<file path="config.mk">
export PLATFORM = sky130hd
export DESIGN_NAME = mouse_config_sequencer_flat
export DESIGN_NICKNAME = d
export VERILOG_FILES = /design/src/rtl/mouse_cmd_pkg.sv /design/src/rtl/mouse_config_sequencer_if.sv /design/src/rtl/ps2_timeout_timer.sv /design/src/rtl/mouse_config_sequencer.sv /design/src/flat_wrapper.sv
export SDC_FILE = /design/constraint.sdc
export NUM_CORES = 1
export LEC_CHECK = 0
export ABC_CLOCK_PERIOD_IN_PS = 5380
export BUFFER_PORTS_ARGS = -buffer_cell sky130_fd_sc_hd__clkbuf_2
export CAP_MARGIN = 20
export CORE_MARGIN = 2
export CORE_UTILIZATION = 60
export DETAILED_ROUTE_END_ITERATION = 6
export PLACE_DENSITY = 0.83
export SLEW_MARGIN = 10
export SYNTH_ARGS = -nofsm -noshare
export SYNTH_HDL_FRONTEND = slang
export SYNTH_SLANG_ARGS = --single-unit
</file>
<file path="constraint.sdc">
create_clock -name clk_i -period 5.38 [get_ports clk_i]
set_clock_uncertainty 0.2 [all_clocks]
set_input_delay 0.269 -clock clk_i [delete_from_list [all_inputs] [get_ports clk_i]]
set_output_delay 0.269 -clock clk_i [all_outputs]
set_load 0.01 [all_outputs]
</file>
<file path="src/rtl/mouse_cmd_pkg.sv">
// Shared PS/2 mouse command bytes, sequencer state encoding and helper functions
// for the mouse reconfiguration sequencer.
package mouse_cmd_pkg;

  localparam logic [7:0] CmdDisableRpt = 8'hF5;
  localparam logic [7:0] CmdSetRate    = 8'hF3;
  localparam logic [7:0] CmdSetRes     = 8'hE8;
  localparam logic [7:0] CmdEnableRpt  = 8'hF4;
  localparam logic [7:0] RspAck        = 8'hFA;
  localparam logic [7:0] RspResend     = 8'hFE;
  localparam logic [7:0] RspError      = 8'hFC;

  localparam logic [2:0] LastCmdIdx = 3'd5;

  typedef enum logic [3:0] {
    StIdle     = 4'd0,
    StSend     = 4'd1,
    StWaitSent = 4'd2,
    StWaitAck  = 4'd3,
    StNext     = 4'd4,
    StDone     = 4'd5,
    StFail     = 4'd6
  } state_e;

  function automatic logic rate_valid(input logic [7:0] rate);
    return rate inside {8'd10, 8'd20, 8'd40, 8'd60, 8'd80, 8'd100, 8'd200};
  endfunction

  // Entry idx of the six-byte configuration command list.
  function automatic logic [7:0] cmd_byte(input logic [2:0] idx, input logic [7:0] rate,
                                          input logic [1:0] res);
    logic [7:0] b;
    case (idx)
      3'd0:    b = CmdDisableRpt;
      3'd1:    b = CmdSetRate;
      3'd2:    b = rate;
      3'd3:    b = CmdSetRes;
      3'd4:    b = {6'b000000, res};
      default: b = CmdEnableRpt;
    endcase
    return b;
  endfunction

endpackage

</file>
<file path="src/rtl/mouse_config_sequencer_if.sv">
// Request/status and PS/2 transmitter/receiver control signals of the
// configuration sequencer; master is the sequencer side.
interface mouse_config_sequencer_if;
  logic       cfg_req;
  logic [7:0] cfg_sample_rate;
  logic [1:0] cfg_resolution;
  logic       cfg_busy;
  logic       cfg_done;
  logic       cfg_error;
  logic       send_byte;
  logic [7:0] byte_to_send;
  logic       byte_sent;
  logic       read_enable;
  logic [7:0] byte_read;
  logic [1:0] byte_error_code;
  logic       byte_ready;
  logic [3:0] curr_state;

  modport master (
    input  cfg_req, cfg_sample_rate, cfg_resolution, byte_sent, byte_read, byte_error_code,
           byte_ready,
    output cfg_busy, cfg_done, cfg_error, send_byte, byte_to_send, read_enable, curr_state
  );

  modport slave (
    output cfg_req, cfg_sample_rate, cfg_resolution, byte_sent, byte_read, byte_error_code,
           byte_ready,
    input  cfg_busy, cfg_done, cfg_error, send_byte, byte_to_send, read_enable, curr_state
  );
endinterface

</file>
<file path="src/rtl/ps2_timeout_timer.sv">
// Per-byte watchdog: synchronous clear, counts while enabled, saturates at the
// terminal count and flags expiry while enabled.
module ps2_timeout_timer #(
  parameter int unsigned TIMEOUT_CYCLES = 2500000
) (
  input  logic clk_i,
  input  logic rst_i,
  input  logic clear_i,
  input  logic enable_i,
  output logic expired_o
);

  localparam int unsigned CntW = ($clog2(TIMEOUT_CYCLES) > 22) ? $clog2(TIMEOUT_CYCLES) : 22;
  localparam logic [CntW-1:0] TermCnt = CntW'(TIMEOUT_CYCLES - 1);

  logic [CntW-1:0] cnt_q, cnt_d;

  always_comb begin
    cnt_d = cnt_q;
    if (clear_i) begin
      cnt_d = '0;
    end else if (enable_i && (cnt_q != TermCnt)) begin
      cnt_d = cnt_q + 1'b1;
    end
  end

  always_ff @(posedge clk_i or posedge rst_i) begin
    if (rst_i) begin
      cnt_q <= '0;
    end else begin
      cnt_q <= cnt_d;
    end
  end

  assign expired_o = enable_i && (cnt_q == TermCnt);

endmodule

</file>
<file path="src/rtl/mouse_config_sequencer.sv">
// Sends Disable Reporting, Set Sample Rate, Set Resolution, Enable Reporting to a
// PS/2 mouse, checking each byte for an ack with bounded retries and a timeout.
module mouse_config_sequencer
  import mouse_cmd_pkg::*;
#(
  parameter int unsigned TIMEOUT_CYCLES = 2500000,
  parameter int unsigned MAX_RETRIES    = 3
) (
  input logic                     clk_i,
  input logic                     rst_i,
  mouse_config_sequencer_if.master bus_io
);

  localparam int unsigned RetryW = (MAX_RETRIES > 0) ? $clog2(MAX_RETRIES + 1) : 1;
  localparam logic [RetryW-1:0] MaxRetry = RetryW'(MAX_RETRIES);

  state_e            state_q, state_d;
  logic [2:0]        idx_q, idx_d;
  logic [RetryW-1:0] retry_q, retry_d;
  logic [7:0]        rate_q, rate_d;
  logic [1:0]        res_q, res_d;
  logic              send_q, send_d;
  logic [7:0]        byte_q, byte_d;
  logic              rd_en_q, rd_en_d;
  logic              busy_q, busy_d;
  logic              done_q, done_d;
  logic              err_q, err_d;

  logic do_retry;
  logic tmr_clear;
  logic tmr_enable;
  logic tmr_expired;

  assign tmr_clear  = (state_q == StSend);
  assign tmr_enable = (state_q == StWaitSent) || (state_q == StWaitAck);

  ps2_timeout_timer #(
    .TIMEOUT_CYCLES(TIMEOUT_CYCLES)
  ) u_timer (
    .clk_i    (clk_i),
    .rst_i    (rst_i),
    .clear_i  (tmr_clear),
    .enable_i (tmr_enable),
    .expired_o(tmr_expired)
  );

  always_comb begin
    state_d  = state_q;
    idx_d    = idx_q;
    retry_d  = retry_q;
    rate_d   = rate_q;
    res_d    = res_q;
    do_retry = 1'b0;

    unique case (state_q)
      StIdle: begin
        if (bus_io.cfg_req) begin
          if (!rate_valid(bus_io.cfg_sample_rate)) begin
            state_d = StFail;
          end else begin
            rate_d  = bus_io.cfg_sample_rate;
            res_d   = bus_io.cfg_resolution;
            idx_d   = 3'd0;
            retry_d = '0;
            state_d = StSend;
          end
        end
      end
      StSend: state_d = StWaitSent;
      StWaitSent: begin
        if (bus_io.byte_sent) begin
          state_d = StWaitAck;
        end else if (tmr_expired) begin
          do_retry = 1'b1;
        end
      end
      StWaitAck: begin
        // Non-ack bytes before the first ack are leftover stream packets, not replies.
        if (bus_io.byte_ready) begin
          if ((bus_io.byte_error_code != 2'b00) || (bus_io.byte_read == RspError) ||
              (bus_io.byte_read == RspResend)) begin
            do_retry = 1'b1;
          end else if (bus_io.byte_read == RspAck) begin
            state_d = StNext;
          end else if (idx_q != 3'd0) begin
            do_retry = 1'b1;
          end
        end else if (tmr_expired) begin
          do_retry = 1'b1;
        end
      end
      StNext: begin
        if (idx_q == LastCmdIdx) begin
          state_d = StDone;
        end else begin
          idx_d   = idx_q + 1'b1;
          retry_d = '0;
          state_d = StSend;
        end
      end
      StDone:  state_d = StIdle;
      StFail:  state_d = StIdle;
      default: state_d = StIdle;
    endcase

    if (do_retry) begin
      if (retry_q == MaxRetry) begin
        state_d = StFail;
      end else begin
        retry_d = retry_q + 1'b1;
        state_d = StSend;
      end
    end

    send_d  = (state_d == StSend);
    byte_d  = send_d ? cmd_byte(idx_d, rate_d, res_d) : byte_q;
    rd_en_d = (state_d == StWaitSent) || (state_d == StWaitAck);
    busy_d  = state_d inside {StSend, StWaitSent, StWaitAck, StNext};
    done_d  = (state_d == StDone);
    // Error pulse follows the FAIL state by one cycle, giving a two-cycle invalid-rate latency.
    err_d   = (state_q == StFail);
  end

  always_ff @(posedge clk_i or posedge rst_i) begin
    if (rst_i) begin
      state_q <= StIdle;
      idx_q   <= 3'd0;
      retry_q <= '0;
      rate_q  <= 8'h00;
      res_q   <= 2'b00;
      send_q  <= 1'b0;
      byte_q  <= 8'h00;
      rd_en_q <= 1'b0;
      busy_q  <= 1'b0;
      done_q  <= 1'b0;
      err_q   <= 1'b0;
    end else begin
      state_q <= state_d;
      idx_q   <= idx_d;
      retry_q <= retry_d;
      rate_q  <= rate_d;
      res_q   <= res_d;
      send_q  <= send_d;
      byte_q  <= byte_d;
      rd_en_q <= rd_en_d;
      busy_q  <= busy_d;
      done_q  <= done_d;
      err_q   <= err_d;
    end
  end

  assign bus_io.cfg_busy     = busy_q;
  assign bus_io.cfg_done     = done_q;
  assign bus_io.cfg_error    = err_q;
  assign bus_io.send_byte    = send_q;
  assign bus_io.byte_to_send = byte_q;
  assign bus_io.read_enable  = rd_en_q;
  assign bus_io.curr_state   = state_q;

endmodule

</file>
<file path="src/flat_wrapper.sv">
// flat-port wrapper written by rule: the top's interface ports become plain ports
module mouse_config_sequencer_flat import mouse_cmd_pkg::*;
#(
  parameter int unsigned TIMEOUT_CYCLES = 2500000,
  parameter int unsigned MAX_RETRIES    = 3
)
  (clk_i, rst_i, bus_io_cfg_req, bus_io_cfg_sample_rate, bus_io_cfg_resolution, bus_io_byte_sent, bus_io_byte_read, bus_io_byte_error_code, bus_io_byte_ready, bus_io_cfg_busy, bus_io_cfg_done, bus_io_cfg_error, bus_io_send_byte, bus_io_byte_to_send, bus_io_read_enable, bus_io_curr_state);
  mouse_config_sequencer_if bus_io_i ();
  input logic clk_i;
  input logic rst_i;
  input wire logic [$bits(bus_io_i.cfg_req)-1:0] bus_io_cfg_req;
  input wire logic [$bits(bus_io_i.cfg_sample_rate)-1:0] bus_io_cfg_sample_rate;
  input wire logic [$bits(bus_io_i.cfg_resolution)-1:0] bus_io_cfg_resolution;
  input wire logic [$bits(bus_io_i.byte_sent)-1:0] bus_io_byte_sent;
  input wire logic [$bits(bus_io_i.byte_read)-1:0] bus_io_byte_read;
  input wire logic [$bits(bus_io_i.byte_error_code)-1:0] bus_io_byte_error_code;
  input wire logic [$bits(bus_io_i.byte_ready)-1:0] bus_io_byte_ready;
  output wire logic [$bits(bus_io_i.cfg_busy)-1:0] bus_io_cfg_busy;
  output wire logic [$bits(bus_io_i.cfg_done)-1:0] bus_io_cfg_done;
  output wire logic [$bits(bus_io_i.cfg_error)-1:0] bus_io_cfg_error;
  output wire logic [$bits(bus_io_i.send_byte)-1:0] bus_io_send_byte;
  output wire logic [$bits(bus_io_i.byte_to_send)-1:0] bus_io_byte_to_send;
  output wire logic [$bits(bus_io_i.read_enable)-1:0] bus_io_read_enable;
  output wire logic [$bits(bus_io_i.curr_state)-1:0] bus_io_curr_state;
  assign bus_io_i.cfg_req = bus_io_cfg_req;
  assign bus_io_i.cfg_sample_rate = bus_io_cfg_sample_rate;
  assign bus_io_i.cfg_resolution = bus_io_cfg_resolution;
  assign bus_io_i.byte_sent = bus_io_byte_sent;
  assign bus_io_i.byte_read = bus_io_byte_read;
  assign bus_io_i.byte_error_code = bus_io_byte_error_code;
  assign bus_io_i.byte_ready = bus_io_byte_ready;
  assign bus_io_cfg_busy = bus_io_i.cfg_busy;
  assign bus_io_cfg_done = bus_io_i.cfg_done;
  assign bus_io_cfg_error = bus_io_i.cfg_error;
  assign bus_io_send_byte = bus_io_i.send_byte;
  assign bus_io_byte_to_send = bus_io_i.byte_to_send;
  assign bus_io_read_enable = bus_io_i.read_enable;
  assign bus_io_curr_state = bus_io_i.curr_state;
  mouse_config_sequencer #(.TIMEOUT_CYCLES(TIMEOUT_CYCLES), .MAX_RETRIES(MAX_RETRIES)) u_core (.clk_i(clk_i), .rst_i(rst_i), .bus_io(bus_io_i));
endmodule
</file>
==> impl_metrics.json <==
{
  "status": "complete, no violations",
  "grt_overflow": 0,
  "dp_hpwl_um": 4509,
  "grt_max_degree": 55,
  "slew_violations": 0,
  "setup_viol": 0,
  "drt_wl_total_um": 6134,
  "slowest_delay_ps": 750,
  "synth_edf_count": 0,
  "cts-buffers-inserted": 5,
  "dr_total_vias": 2374,
  "startpoint_type": "register",
  "async_flop_share_pct": 100.0,
  "ant_nets": 0,
  "diodes": 0,
  "area_delta_synth_final_pct": 13.44,
  "synth_top_area_cell": "dfrtp_1",
  "swShare_pct": 33.28,
  "mappedNetlistArea_um2": 2943,
  "period_minus_slack_ps": 3120,
  "worstSetupPathType": "register to register",
  "clkTransAtPathRegs_ps": 90,
  "die_h_um": 74.04,
  "fill_cells": 361,
  "placementRows": 25,
  "ir_worst_vdd_mv": 0.2098,
  "synth.distinct_cells": 54,
  "grt_pass1_vias": 2318,
  "avgRoutedWirePerCell_um": 15.00,
  "viasPerCell": 5.804,
  "grtUsageMet3_pct": 4.743,
  "max-cap-violations": 0,
  "crit_fanout": 9,
  "drive_above_1_share_pct": 23.10,
  "die_w_um": 74.04,
  "relSlewSlack_pct": 32.65,
  "cts_tree": "done",
  "drc": 0,
  "power_switching_mw": 0.3544,
  "met1_usage_pct": 33.48,
  "place_congestion": 0.9267,
  "drt-initial-drc-count": 152,
  "arrival_ps": 3120,
  "numPortBuffers": 41,
  "num_io_pins": 42,
  "cts.sinks": 54,
  "ys.flop_type": "dfrtp_1",
  "drt_pass1_iterations": 4,
  "synth.area.top_cells": "dfrtp_1 46%, nor2_1 4.6%, xnor2_1 3.9%",
  "synth_cells": 295,
  "clkLatencyLatePin_ps": 310,
  "grt_setup_unrepaired": "false",
  "tns_ps": 0,
  "grt.busiest_layer": "met2",
  "path_delay_family": "compound AO/OA/AOI/OAI gates",
  "hold_class": "primary input to register",
  "slowest_stage": "or4b_2",
  "fin_total_pwr_mw": 1.065,
  "grt_util_all_layers_pct": 24.89,
  "synth_top_area_share_pct": 45.92,
  "crit_buf_inv": 0,
  "core_area_um2": 4723,
  "antenna_found_initial": 0,
  "crit_chain": "or4b_2 > o21ai_0 > nand2_1 > a31oi_1 > o31ai_1 > a2bb2oi_1 > mux2_4",
  "max_freq_mhz": 320.6,
  "grt_pass1_wl_um": 10390,
  "ctsLongestPathBuffers": 2,
  "p_clk_share_pct": 21.9,
  "p_comb_share_pct": 27.9,
  "seq_area_frac_synth_pct": 45.92,
  "synth_fp_nets": 325,
  "cts_setup_buffers": 0,
  "use_met2_pct": 41.07,
  "htreeDepth": 2,
  "leakage_nw": 1.519,
  "nets": 371,
  "cp.required_ps": 5380,
  "period_share_pct": 57.99,
  "die-area_um2": 5481,
  "end_kind": "register",
  "start_util_pct": 62.30,
  "ys_warn_count": 0,
  "hold_violations": 0,
  "ys_ff_latch": 54,
  "cts_root_buf": "clkbuf_8",
  "pwr_density_cell_nw_per_um2": 319.0,
  "p_int_mw": 0.7105,
  "power_frac_seq_pct": 50.1,
  "syn_avg_cell_area_um2": 9.976,
  "tightest_slew_ps": 1010
}
-- sequential cells by signal, summed over array words and instances (netlist names) --
| register | flops |
|---|---|
| u_core.u_timer.cnt_q | 22 |
| u_core.bus_io.byte_to_send | 8 |
| u_core.rate_q | 8 |
| u_core.bus_io.curr_state | 4 |
| u_core.idx_q | 3 |
| u_core.res_q | 2 |
| u_core.retry_q | 2 |
| u_core.bus_io.cfg_busy | 1 |
| u_core.bus_io.cfg_done | 1 |
| u_core.bus_io.cfg_error | 1 |
| u_core.bus_io.read_enable | 1 |
| u_core.bus_io.send_byte | 1 |
-- path summary, 6_finish.rpt --
check                                                            from                                         to  slack (ps)  depth (start not counted)
worst max-delay path            u_core.bus_io.curr_state[1]$_DFF_PP0_  u_core.bus_io.byte_to_send[1]$_DFFE_PP0P_        2260                          7
worst min-delay path                         bus_io_cfg_resolution[0]                  u_core.res_q[0]$_DFF_PP0_          20                          3
worst max register to register  u_core.bus_io.curr_state[1]$_DFF_PP0_  u_core.bus_io.byte_to_send[1]$_DFFE_PP0P_        2260                          7
worst min register to register             u_core.rate_q[0]$_DFF_PP0_                 u_core.rate_q[0]$_DFF_PP0_         310                          1
max in group asynchronous                                       rst_i                u_core.retry_q[0]$_DFF_PP0_        4090                          4
min in group asynchronous                                       rst_i       u_core.u_timer.cnt_q[18]$_DFFE_PP0P_         470                          4
-- timing repair --
item                      4_1_cts  5_1_grt
hold endpoints to repair       55        0
hold buffers                    2        0
resized for setup               0        0
-- logic make-up after synthesis --
kind of cell	Yosys count	share of synthesized area, %
adder cells (fa/ha/maj)	5	2.126
XOR/XNOR	20	5.952
multiplexers	17	7.186
other	1	0.1274
buffers and inverters	24	3.316
AO/OA/AOI/OAI	52	12.03
AND/OR/NAND/NOR	122	23.34
flip-flops	54	45.92
-- per-stage QoR --
stage / instances / util, % / hold slack [ps] / instance area [um2] / setup WS, ps
CTS: 409 / 70.68 / 13.47 / 3338 / 2268
global placement: 399 / 68.24 / 261.6 / 3223 / 2379
detailed placement: 399 / 68.24 / 272.9 / 3223 / 2283
floorplan: 295 / - / 210.8 / 2943 / 2517
finish: 409 / 70.68 / 17.21 / 3338 / 2260
global route: 409 / 70.68 / 46.11 / 3338 / 2028
-- power by group through the flow --
stage | clock network [mW] | logic (mW) | registers, mW
floorplan | 0 | 0.193 | 0.541
global placement | 0 | 0.288 | 0.538
detailed placement | 0 | 0.296 | 0.540
CTS | 0.239 | 0.300 | 0.533
global route | 0.252 | 0.335 | 0.543
finish | 0.234 | 0.298 | 0.534
-- routing by layer --
| layer | part of all wire, % | routed length [um] |
|---|---|---|
| met1 | 46 | 2836 |
| met2 | 48 | 2954 |
| met3 | 4.2 | 255 |
| met4 | 1.4 | 87 |
| met5 | 0 | 0 |
-- cell type report --
type | count | area [um2] | area share [%]
clock buffers | 6 | 82.58 | 2.474
clock inverters | 2 | 12.51 | 0.3748
inverters | 18 | 67.56 | 2.024
multi-input cells | 217 | 1500 | 44.94
flip-flops and latches | 54 | 1351 | 40.48
well taps | 67 | 83.83 | 2.511
repair buffers | 45 | 240.2 | 7.196
-- cells in the mapped netlist, drive strengths merged, types with 3 or more instances --
cell type	number
nand3	10
xor2	7
nor3	10
nor4b	5
or4b	3
nand4	6
o22ai	3
nand2	18
nor4	8
a21oi	10
or3	5
nor4bb	3
clkbuf	5
mux2	15
dfrtp	54
o21ai	14
o31ai	7
a31oi	3
xnor2	13
ha	5
nand4b	5
inv	18
nor2	36
-- layout by cell type (no fill, tap or decap), types with 6 or more instances in the layout --
cell,count
mux2_4,6
nor4_1,6
clkbuf_8,6
a21oi_1,10
xor2_1,7
inv_1,16
dfrtp_1,54
nand4_1,6
mux2_2,9
nor3_1,10
clkbuf_2,41
o21ai_0,13
xnor2_1,13
nor2_1,36
nand3_1,10
nand2_1,18
-- worst reg2reg max path, cell delays in order, from the launching register on --
cell,delay [ps]
dfrtp_1,480
or4b_2,750
o21ai_0,270
nand2_1,140
a31oi_1,600
o31ai_1,150
a2bb2oi_1,160
mux2_4,270
Note: power is estimated with default switching activity, not from simulation.
